<file path="config.mk">
export PLATFORM = sky130hd
export DESIGN_NAME = shift_reg_loopback_ctrl
export DESIGN_NICKNAME = d
export VERILOG_FILES = /design/src/rtl/shift_reg_loopback_pkg.sv /design/src/rtl/shift_reg_loopback_ctrl_capture.sv /design/src/rtl/shift_reg_loopback_ctrl.sv
export SDC_FILE = /design/constraint.sdc
export NUM_CORES = 1
export LEC_CHECK = 0
export ABC_CLOCK_PERIOD_IN_PS = 9290
export CAP_MARGIN = 20
export CORE_AREA = 2 2 95 165
export CTS_CLUSTER_SIZE = 8
export DETAILED_ROUTE_END_ITERATION = 10
export DIE_AREA = 0 0 97 167
export RECOVER_POWER = 100
export SETUP_SLACK_MARGIN = 0.1
export SLEW_MARGIN = 20
export SYNTH_ARGS = -nofsm -noshare
export SYNTH_HDL_FRONTEND = slang
export SYNTH_SLANG_ARGS = --single-unit
</file>
<file path="constraint.sdc">
create_clock -name i_clk -period 9.29 [get_ports i_clk]
set_input_delay 1.858 -clock i_clk [delete_from_list [all_inputs] [get_ports i_clk]]
set_output_delay 1.858 -clock i_clk [all_outputs]
set_load 0.1 [all_outputs]
</file>
<file path="src/rtl/shift_reg_loopback_pkg.sv">
// Shared types and helpers for the shift-register loopback self-test controller.
//   state_t    : controller FSM states
//   clog2_len  : bit-counter width for a LENGTH-stage register (never below 1)
package shift_reg_loopback_pkg;

    typedef enum logic [2:0] {
        IDLE   = 3'd0,
        FILL   = 3'd1,
        DRAIN  = 3'd2,
        CLEAR  = 3'd3,
        RESULT = 3'd4
    } state_t;

    function automatic int clog2_len(input int len);
        int w;
        w = $clog2(len);
        return (w < 1) ? 1 : w;
    endfunction

endpackage

</file>
<file path="src/rtl/shift_reg_loopback_ctrl_capture.sv">
// sr_bit_capture: bit counter plus serial-to-parallel deserializer.
// Ports:
//   i_clk, i_rst : clock, asynchronous active-high reset
//   enable       : advance the counter (and capture bit_in at word[count])
//   clear        : force the counter back to 0
//   bit_in       : serial bit captured while enabled
//   count        : current bit index, 0..LENGTH-1
//   done         : enabled and on the last bit index this cycle
//   word         : deserialized word
module sr_bit_capture #(
    parameter int LENGTH = 32,
    parameter int CNT_W  = 5
) (
    input  logic              i_clk,
    input  logic              i_rst,
    input  logic              enable,
    input  logic              clear,
    input  logic              bit_in,
    output logic [CNT_W-1:0]  count,
    output logic              done,
    output logic [LENGTH-1:0] word
);

    localparam logic [CNT_W-1:0] LAST = CNT_W'(LENGTH - 1);

    assign done = enable && (count == LAST);

    // The wrap back to 0 is explicit so a non-power-of-two LENGTH never
    // lets the index run past the last stage.
    always_ff @(posedge i_clk or posedge i_rst) begin
        if (i_rst) begin
            count <= '0;
            word  <= '0;
        end else if (clear) begin
            count <= '0;
        end else if (enable) begin
            word[count] <= bit_in;
            count       <= (count == LAST) ? '0 : count + 1'b1;
        end
    end

endmodule

</file>
<file path="src/rtl/shift_reg_loopback_ctrl.sv">
// shift_reg_loopback_ctrl: loopback self-test sequencer for a LENGTH-stage
// serial shift register. Takes a word over valid/ready, shifts it in LSB
// first, drains it back out, compares, clears the register and returns the
// rebuilt word plus a mismatch flag over a second valid/ready handshake.
// Ports:
//   i_clk, i_rst            : clock, asynchronous active-high reset
//   i_valid, o_ready, i_word: word request handshake (ready only in IDLE)
//   o_sr_din, o_sr_rst      : drive shift register serial input and reset
//   i_sr_dout               : shift register serial output
//   o_valid, i_ready        : result handshake
//   o_word, o_mismatch      : rebuilt word, differs-from-sent flag
//   o_busy                  : any state other than IDLE
//   o_err_count             : saturating count of mismatched results
//
// state  | meaning
// IDLE   | register held out of reset, waiting for a word
// FILL   | shifting tx_word in, one bit per cycle, LSB first
// DRAIN  | shifting zeros in, capturing the serial output into rx_word
// CLEAR  | register reset asserted; compare and publish the result
// RESULT | result valid, waiting for i_ready
module shift_reg_loopback_ctrl
    import shift_reg_loopback_pkg::*;
#(
    parameter int LENGTH = 32,
    parameter int ERR_W  = 16
) (
    input  logic              i_clk,
    input  logic              i_rst,
    input  logic              i_valid,
    output logic              o_ready,
    input  logic [LENGTH-1:0] i_word,
    output logic              o_sr_din,
    output logic              o_sr_rst,
    input  logic              i_sr_dout,
    output logic              o_valid,
    input  logic              i_ready,
    output logic [LENGTH-1:0] o_word,
    output logic              o_mismatch,
    output logic              o_busy,
    output logic [ERR_W-1:0]  o_err_count
);

    localparam int CNT_W = clog2_len(LENGTH);

    state_t              state;
    logic [LENGTH-1:0]   tx_word;
    logic [LENGTH-1:0]   rx_word;
    logic [CNT_W-1:0]    cnt;
    logic [CNT_W-1:0]    cnt_nxt;
    logic                cnt_done;
    logic                cap_en;
    logic                accept;
    logic                mismatch;

    assign accept   = (state == IDLE) && i_valid && o_ready;
    assign cap_en   = (state == FILL) || (state == DRAIN);
    assign cnt_nxt  = cnt + 1'b1;
    assign mismatch = (rx_word != tx_word);
    assign o_busy   = (state != IDLE);

    // The counter also captures during FILL; those bits are all overwritten
    // by DRAIN before rx_word is compared.
    sr_bit_capture #(
        .LENGTH (LENGTH),
        .CNT_W  (CNT_W)
    ) u_capture (
        .i_clk  (i_clk),
        .i_rst  (i_rst),
        .enable (cap_en),
        .clear  (accept),
        .bit_in (i_sr_dout),
        .count  (cnt),
        .done   (cnt_done),
        .word   (rx_word)
    );

    // o_sr_din is registered one bit ahead: bit cnt is on the pin while the
    // counter reads cnt, so the register samples bits 0..LENGTH-1 on the
    // LENGTH edges following the accept edge.
    always_ff @(posedge i_clk or posedge i_rst) begin
        if (i_rst) begin
            state       <= IDLE;
            tx_word     <= '0;
            o_ready     <= 1'b0;
            o_sr_din    <= 1'b0;
            o_sr_rst    <= 1'b1;
            o_valid     <= 1'b0;
            o_word      <= '0;
            o_mismatch  <= 1'b0;
            o_err_count <= '0;
        end else begin
            case (state)
                IDLE: begin
                    o_sr_rst <= 1'b0;
                    o_sr_din <= 1'b0;
                    if (accept) begin
                        tx_word  <= i_word;
                        o_sr_din <= i_word[0];
                        o_ready  <= 1'b0;
                        state    <= FILL;
                    end else begin
                        o_ready <= 1'b1;
                    end
                end
                FILL: begin
                    if (cnt_done) begin
                        o_sr_din <= 1'b0;
                        state    <= DRAIN;
                    end else begin
                        o_sr_din <= tx_word[cnt_nxt];
                    end
                end
                DRAIN: begin
                    o_sr_din <= 1'b0;
                    if (cnt_done) begin
                        o_sr_rst <= 1'b1;
                        state    <= CLEAR;
                    end
                end
                CLEAR: begin
                    o_sr_rst   <= 1'b0;
                    o_word     <= rx_word;
                    o_mismatch <= mismatch;
                    if (mismatch && (o_err_count != '1)) begin
                        o_err_count <= o_err_count + 1'b1;
                    end
                    o_valid <= 1'b1;
                    state   <= RESULT;
                end
                RESULT: begin
                    if (i_ready) begin
                        o_valid <= 1'b0;
                        o_ready <= 1'b1;
                        state   <= IDLE;
                    end
                end
                default: begin
                    state <= IDLE;
                end
            endcase
        end
    end

endmodule
</file>
### Word-level counts from Yosys, hierarchy flattened

Cells that the tools add are included.

* RAM bits: 0
* ROM bits: 0
* memories: 0
* latch bits: 0
* output and inout port bits: 54
* logic and storage cells: 72
* flip-flop bits (word level): 125

* $mul: 0
* equality and inequality tests: 11
* reductions and logical operators: 21
* divide/modulo/power cells: 0
* add/subtract/negate cells: 2
* bitwise operators: 1
* muxes and demuxes: 23
* shifts and indexed selects: 0
* magnitude comparators: 3

Operators with widths (count)
* $bwmux 32: 1
* $ne 32x32->1: 1
* $add 16x1->16 const B: 1
* $ne 16x16->1 const B: 1
* $mux 5: 3
* $pmux 3 s5: 1
* $lt 5x6->1 const B: 2
* $mux 3: 4
* $reduce_and 2->1: 6
* $mux 1: 8
* $ne 2x2->1 const B: 4
* $reduce_bool 2->1: 4
* $eq 3x2->1 const B: 2
* $pmux 1 s2: 3
* $reduce_bool 3->1: 2
* $add 5x1->5 const B: 1
* $bmux 1 s5: 1
* $demux 1 s5: 1
* $eq 5x5->1 const B: 1
* $ge 5x1->1 const B: 1
* $logic_and 1x1->1: 5
* $reduce_and 4->1: 1
* $eq 3x1->1 const B: 1
* $eq 3x3->1 const B: 1
* other kinds (5): 5

### Logic depth before layout (Yosys ltp)

Gate-level depths: netlist of the first run.

* word-level depth: 5
* gate-level depth with buffers: 9
* depth with buffers taken out: 8

### Modules after synthesis

A second synthesis of the first run with hierarchy kept.

* cells, all modules: 485
* area, all modules: 6050.8 sq um

By module, submodules not included
* shift_reg_loopback_ctrl: area an instance 4266.6 sq um, cells each 333, times used 1, sequential area each 2203.4 sq um
* sr_bit_capture: area an instance 1784.2 sq um, cells each 152, times used 1, sequential area each 925.9 sq um

### Worst setup path after synthesis of the first run

OpenSTA, ideal clock, no wires.

* path kind: register to output
* start: register state[0]
* end: output o_busy
* data required time: 7.432 ns
* cell stages (with the launch flop): 4
* path slack: 6.171 ns
* arrival: 1.261 ns
* buffers on the path: 1
* cells stage by stage: dfrtp_1 > buf_2 > nor2_1 > nand2_1

* cells in the longest elaborated chain, start to end: 1

Ends and longest elaborated chain
* from (decl): line shift_reg_loopback_ctrl.sv:45 `state_t state;`
* from (signal assigned): line shift_reg_loopback_ctrl.sv:82 `state <= IDLE;`
* from (signal assigned): line shift_reg_loopback_ctrl.sv:100 `state <= FILL;`
* from (signal assigned): line shift_reg_loopback_ctrl.sv:108 `state <= DRAIN;`
* $reduce_bool 3->1: line shift_reg_loopback_ctrl.sv:59 `assign o_busy = (state != IDLE);`
* to (decl): line shift_reg_loopback_ctrl.sv:39 `output logic o_busy,`

No other way between the ends.

### Worst setup path after layout of the first run

* start: input i_valid
* end: register u_capture.count[2]

* cells in the longest elaborated chain, start to end: 3
* elaborated cells between the ends (all ways): 4

Ends and longest elaborated chain
* from (decl): line shift_reg_loopback_ctrl.sv:29 `input logic i_valid,`
* $logic_and 1x1->1 (*) (2 in series): line shift_reg_loopback_ctrl.sv:55 `assign accept = (state == IDLE) && i_valid && o_ready;`
* $mux 5 / $reduce_bool 2->1 (equally long branches)
* to (signal assigned): line shift_reg_loopback_ctrl_capture.sv:38 `count <= (count == LAST) ? '0 : count + 1'b1;`
* to (decl): line shift_reg_loopback_ctrl_capture.sv:19 `output logic [CNT_W-1:0] count,`

Every way passes the cells marked *; elsewhere a longest branch is shown, timed or not.
A chain may end at the register's enable or synchronous reset.

==> results of run 1 <==
-- power groups by stage --
stage	sequential (W)	combinational, W	clock (W)
global placement	0.000998	0.00141	0
finish	0.000990	0.00139	0.000764
global route	0.00103	0.00146	0.000801
CTS	0.000998	0.00143	0.000776
floorplan	0.00138	0.000631	0
detailed placement	0.00101	0.00142	0
-- flip-flops by register name, indices dropped and copies added (netlist names) --
register,count
o_word,32
o_valid,1
o_ready,1
u_capture.word,32
o_mismatch,1
u_capture.count,5
o_sr_din,1
o_err_count,16
o_sr_rst,1
state,3
tx_word,32
-- critical path, cell delays in order --
cell and delay, ns:
dlygate4sd3_1 0.52, nand2_1 0.08, nor2_2 0.08, clkbuf_1 1.47
nor2_1 0.31, o21ai_0 0.30, o21ai_0 0.11
-- worst max-delay path by stage --
stage / from / to / slack [ns] / depth (start not counted)
CTS: state[0]$_DFFE_PP0P_ / o_busy / 5.13 / 3
finish: i_valid / u_capture.count[2]$_DFFE_PP0P_ / 4.84 / 7
global route: i_rst / tx_word[7]$_DFFE_PP0P_ / 4.38 / 3
detailed placement: i_rst / o_err_count[11]$_DFFE_PP0P_ / 5.47 / 3
global placement: i_rst / tx_word[31]$_DFFE_PP0P_ / 5.53 / 3
floorplan: i_rst / o_err_count[0]$_DFFE_PP0P_ / 4.11 / 1
-- metal layers --
layer	vias up	share of wire (%)	global-route usage (%)
met5	-	0	0
met4	0	3.5	9.124
met3	30	3.1	3.567
met2	110	55	33.00
met1	2020	39	20.85
li1	1839	-	-
-- kinds of logic (layout without fill, tap and decap cells) --
group	after synthesis	in the layout	synth area share, %
DFF	125	125	53.55
and+or+nand+nor	123	123	10.56
muxes	112	112	22.23
xor gates and xnor gates	50	50	7.495
buffers and inverters	27	133	1.948
AOI/OAI and AO/OA	25	25	2.934
adders and majority gates	6	6	1.285
-- area by class of cell --
| class | instances | area [µm²] |
|---|---|---|
| fillers | 1326 | 7234 |
| multi-input cells | 316 | 2603 |
| flip-flops and latches | 125 | 3129 |
| repair buffers | 95 | 930.9 |
| clock inverters | 13 | 235.2 |
| well taps | 183 | 229.0 |
| inverters | 6 | 23.77 |
| clock buffers | 19 | 452.9 |
-- through the flow --
stage / hold slack (ns) / cell area [µm²] / instances / power (W) / utilization (%)
finish: 0.4885 / 7604 / 757 / 0.003146 / 51.24
CTS: 0.5029 / 7617 / 757 / 0.003201 / 51.34
global route: 0.5111 / 7604 / 757 / 0.003287 / 51.24
detailed placement: 0.4928 / 6929 / 725 / 0.002425 / 46.70
floorplan: 0.5044 / 5843 / 468 / 0.002013 / -
global placement: 0.4811 / 6929 / 725 / 0.002405 / 46.70
-- cells in the final DEF, fill, tap and decap left out, drive strengths merged, types with 4 or more instances in the layout --
master and n:
a21oi 7, and2 6, and3 12, bufinv 6
clkbuf 21, clkdlybuf4s50 32, dfrtp 124, dlygate4sd3 58
ha 6, inv 7, mux2 99, mux2i 9
mux4 4, nand2 34, nand2b 4, nand3 13
nand3b 4, nand4 13, nor2 25, o21ai 6
xnor2 47
==> impl_metrics.tcl, run 1 <==
set metrics [dict create \
    synthArstFlopShare_pct 100.0 \
    rsz0062_at_grt "no" \
    worstPathArrival_ns 4.73 \
    clk_latency_ns 0.41 \
    finalCritPeriodShare_pct 47.90 \
    sw_frac_of_total_pct 43.39 \
    peakVddDrop_uv 184.5 \
    grt_antenna_before_repair 0 \
    root_buffer "clkbuf_16" \
    fin_crit_ns 4.450 \
    cp_data_required_time_ns 9.57 \
    n_antenna_cell 0 \
    initial_core_util_pct 39.38 \
    synthFlopType "dfrtp_1" \
    yosys.cell_count.top_type "dfrtp_1" \
    synth_seq_cells 125 \
    first_global_vias 4188 \
    dieArea_um2 16200 \
    synthTopCellsByCount "dfrtp_1, mux2_2, xnor2_1, nand2_1, nor2_1" \
    p_leak_nw 3.399 \
    cts_tree "yes" \
    drv_cap 3 \
    rrSetupSlack_ns 6.04 \
    r2r_start "state[0]$_DFFE_PP0P_" \
    grt_max_degree 69 \
    drt_iter0_drc 204 \
    ctsResizeCount 0 \
    slew_viol_final 130 \
    synth_top_area_share_pct 53.10 \
    r2r_cells 7 \
    first_pass_iters 4 \
    setup_violations 0 \
    h-tree-depth 4 \
    hold_buffers 0 \
    maxSlewHeadroom_pct -68.48 \
    combPwrFrac_pct 44.3 \
    synth.top_cells.by_area "dfrtp_1, mux2_2, xnor2_1" \
    fin_setup_tns_ns 0 \
    grt_usage_pct 18.48 \
    synth.distinct_cells 42 \
    p_seq_share_pct 31.5 \
    numCtsBuffers 17 \
    post-place-ws_ns 5.472 \
    final-hold-violation-count 0 \
    net-switching-power_w 0.001365 \
    vias 3999 \
    final_nets 604 \
    status "finished with violations" \
    cts_setup_buffers 0 \
    worstSetupPathType "primary input to flip-flop" \
    setup_ws_ns 4.840 \
    ys_warn_count 0 \
    power_frac_clock_pct 24.3 \
    p_int_w 0.001781 \
    gr-total-overflow 0 \
    cts_sinks 125 \
    tightest_slew_ns 2.513 \
    critPathLaunchType "primary input" \
    fmax_ghz 0.2247 \
    hp-class "flip-flop to flip-flop" \
    synthCells 468 \
    violations "max-capacitance violations, max-slew violations" \
    synth_largest_area_cell "dfrtp_1" \
    die_w_um 97 \
    area_delta_synth_final_pct 30.13 \
    syn-cell-area_um2 5843 \
    routed_via_density 5.283 \
    hp-start "o_err_count[7]$_DFFE_PP0P_" \
    antenna_left 0 \
    drc 0 \
    io_buffers 90 \
    cp_max_fo 35 \
    routabilityCongestion 0.8501 \
    clock_path_buffers 2 \
    power_per_cell_area_nw_per_um2 413.8 \
    holdPathEnd "o_err_count[7]$_DFFE_PP0P_" \
    holdPathStages 1 \
    core_area_um2 14840 \
    rows 59 \
    endpoint_kind "flip-flop" \
    ios 91 \
    drive_gt1_share_pct 23.17 \
    synth_nets 511 \
    clk_pin_slew_worst_paths_ns 0.06 \
    ys_seq_area_share_pct 53.55 \
    skew_ns 0.008083 \
    dp_hpwl_mm 10.53 \
    die_h_um 167 \
    syn_avg_cell_area_um2 12.49 \
    rr_endpoint "u_capture.count[2]$_DFFE_PP0P_" \
    synth_edf_count 0 \
    grt_pass1_wl_mm 23.20 \
    wl_per_cell_um 19.13 \
    wl_mm 14.48 \
]
(Power assumes the default switching activity.)
==> run 2, diff against run 1 <==
- ABC_CLOCK_PERIOD_IN_PS: 9290 -> 4590
- clock period: 9.29 -> 4.59 ns (I/O delays scaled with it)
==> run 2 against run 1 <==
  * The flow still finishes with violations (max-capacitance violations, max-slew violations)
  * Critical path depth unchanged
  * First-iteration DRC count grew 39%
  * Final area down 0.59%
  * Power increased by 99%
  * Critical path type unchanged
==> impl_metrics.tcl, run 2 (same netlist as run 1, synthesis figures left out) <==
set metrics [dict create \
    hp-class "flip-flop to flip-flop" \
    endpoint_kind "flip-flop" \
    final_common_cell "dfrtp_1" \
    cts_tree "yes" \
    die_w_um 97 \
    worstPathArrival_ns 3.74 \
    routed_via_density 5.263 \
    grt_max_degree 89 \
    critPathMaxStageDelay_ns 1.46 \
    worstSetupPathType "primary input to flip-flop" \
    p_leak_nw 3.363 \
    regArea_um2 3129 \
    slew_viol_final 160 \
    area_delta_synth_final_pct 29.36 \
    root_buffer "clkbuf_16" \
    tightest_slew_ns 2.052 \
    status "finished with violations" \
    ios 91 \
    first_global_vias 4242 \
    io_buffers 90 \
    rsz0062_at_grt "no" \
    dieArea_um2 16200 \
    cp_common_cell "o21ai_0" \
    cp_cell_sequence "dlygate4sd3_1, nand2_1, nor2_2, clkbuf_1, nor2_1, o21ai_0, o21ai_0" \
    fin_setup_tns_ns 0 \
    fin_crit_ns 3.452 \
    top_regs "o_word (32), tx_word (32), u_capture.word (32)" \
    drc 0 \
    multiInputGateArea_um2 2603 \
    setup_violations 0 \
    first_pass_iters 4 \
    final-hold-violation-count 0 \
    fmax_ghz 0.2897 \
    rows 59 \
    initial_core_util_pct 39.38 \
    dp_hpwl_mm 10.68 \
    skew_ns 0.006217 \
    drv_cap 3 \
    clk_latency_ns 0.41 \
    hold_buffers 0 \
    power.total_w 0.006251 \
    drive_gt1_share_pct 22.43 \
    grt_pass1_wl_mm 23.87 \
    clk_pin_slew_worst_paths_ns 0.06 \
    vias 3989 \
    finalCritPeriodShare_pct 75.20 \
    gr-total-overflow 0 \
    peakVddDrop_uv 434.4 \
    numCtsBuffers 17 \
    critPathLaunchType "primary input" \
    n_antenna_cell 0 \
    slowest_stage "clkbuf_1" \
    antenna_left 0 \
    wl_mm 14.70 \
    power_per_cell_area_nw_per_um2 827.0 \
    ctsResizeCount 0 \
    final_nets 605 \
    core_area_um2 14840 \
    clock_path_buffers 2 \
    violations "max-capacitance violations, max-slew violations" \
    routabilityCongestion 0.9432 \
    cp_max_fo 35 \
    cts_sinks 125 \
    grt_usage_pct 19.18 \
    drt_iter0_drc 283 \
    h-tree-depth 4 \
    cts_setup_buffers 0 \
    grt_antenna_before_repair 0 \
    wl_per_cell_um 19.40 \
    fillers 1309 \
    die_h_um 167 \
    cp_data_required_time_ns 4.88 \
    layout_common_cells "dfrtp_1, mux2_2, dlygate4sd3_1, xnor2_1, nand2_1" \
    maxSlewHeadroom_pct -36.83 \
]
## run 2: cell count changes in the layout (fill, tap and decap cells not counted), sizes merged
cell,previous run,this run
clkbuf,21,25
clkinvlp,3,5
inv,7,5
buf,3,2
bufinv,6,5
clkdlybuf4s50,32,33
clkinv,3,2
dlygate4sd3,58,57
## run 2: critical path: cells and delay by family
kind                   cells  cell delay [ns]
buffers and inverters      2             1.99
AOI/OAI and AO/OA          2             0.35
and+or+nand+nor            3             0.48
## run 2: per-stage QoR
step	std cells	instance area (µm²)	setup slack [ns]	util, %	hold slack (ns)
finish	758	7559	1.138	50.94	0.4914
global route	758	7559	0.8196	50.94	0.5115
CTS	758	7577	1.358	51.07	0.4994
detailed placement	726	6937	1.647	46.75	0.4861
floorplan	468	5843	0.3461	-	0.5044
global placement	726	6937	1.666	46.75	0.4757
## run 2: per-layer routing
metal | global-route usage, % | vias to the layer above | wire, µm
met1 | 21.75 | 2005 | 5780
met4 | 10.47 | 0 | 528
met2 | 33.51 | 101 | 7852
met5 | 0 | - | 0
li1 | - | 1851 | -
met3 | 3.903 | 32 | 542
## run 2: final cells by class
| class | count | share of cell area [%] |
|---|---|---|
| inverter | 6 | 0.3476 |
| clock inverter | 11 | 2.516 |
| timing repair buffer | 96 | 12.32 |
| clock buffer | 21 | 5.959 |
| tap | 183 | 3.029 |
| sequential | 125 | 41.40 |
| multi-input combinational | 316 | 34.43 |
## run 2: path summary, 6_finish.rpt
kind | cells past startpoint | from | slack [ns] | to
min in group asynchronous | 2 | i_rst | 1.52 | o_err_count[0]$_DFFE_PP0P_
max | 7 | i_valid | 1.14 | u_capture.count[2]$_DFFE_PP0P_
max reg2reg | 7 | state[0]$_DFFE_PP0P_ | 1.40 | u_capture.count[2]$_DFFE_PP0P_
max in group asynchronous | 3 | i_rst | 1.34 | tx_word[24]$_DFFE_PP0P_
min reg2reg | 1 | o_err_count[12]$_DFFE_PP0P_ | 0.49 | o_err_count[12]$_DFFE_PP0P_
min | 1 | o_err_count[12]$_DFFE_PP0P_ | 0.49 | o_err_count[12]$_DFFE_PP0P_
## run 2: power breakdown
group	internal, W	switching, W	leakage (nW)
clock network	0.000975	0.000487	0.299
registers	0.00154	0.000483	1.59
logic	0.00101	0.00175	1.47
total	0.00353	0.00272	3.36
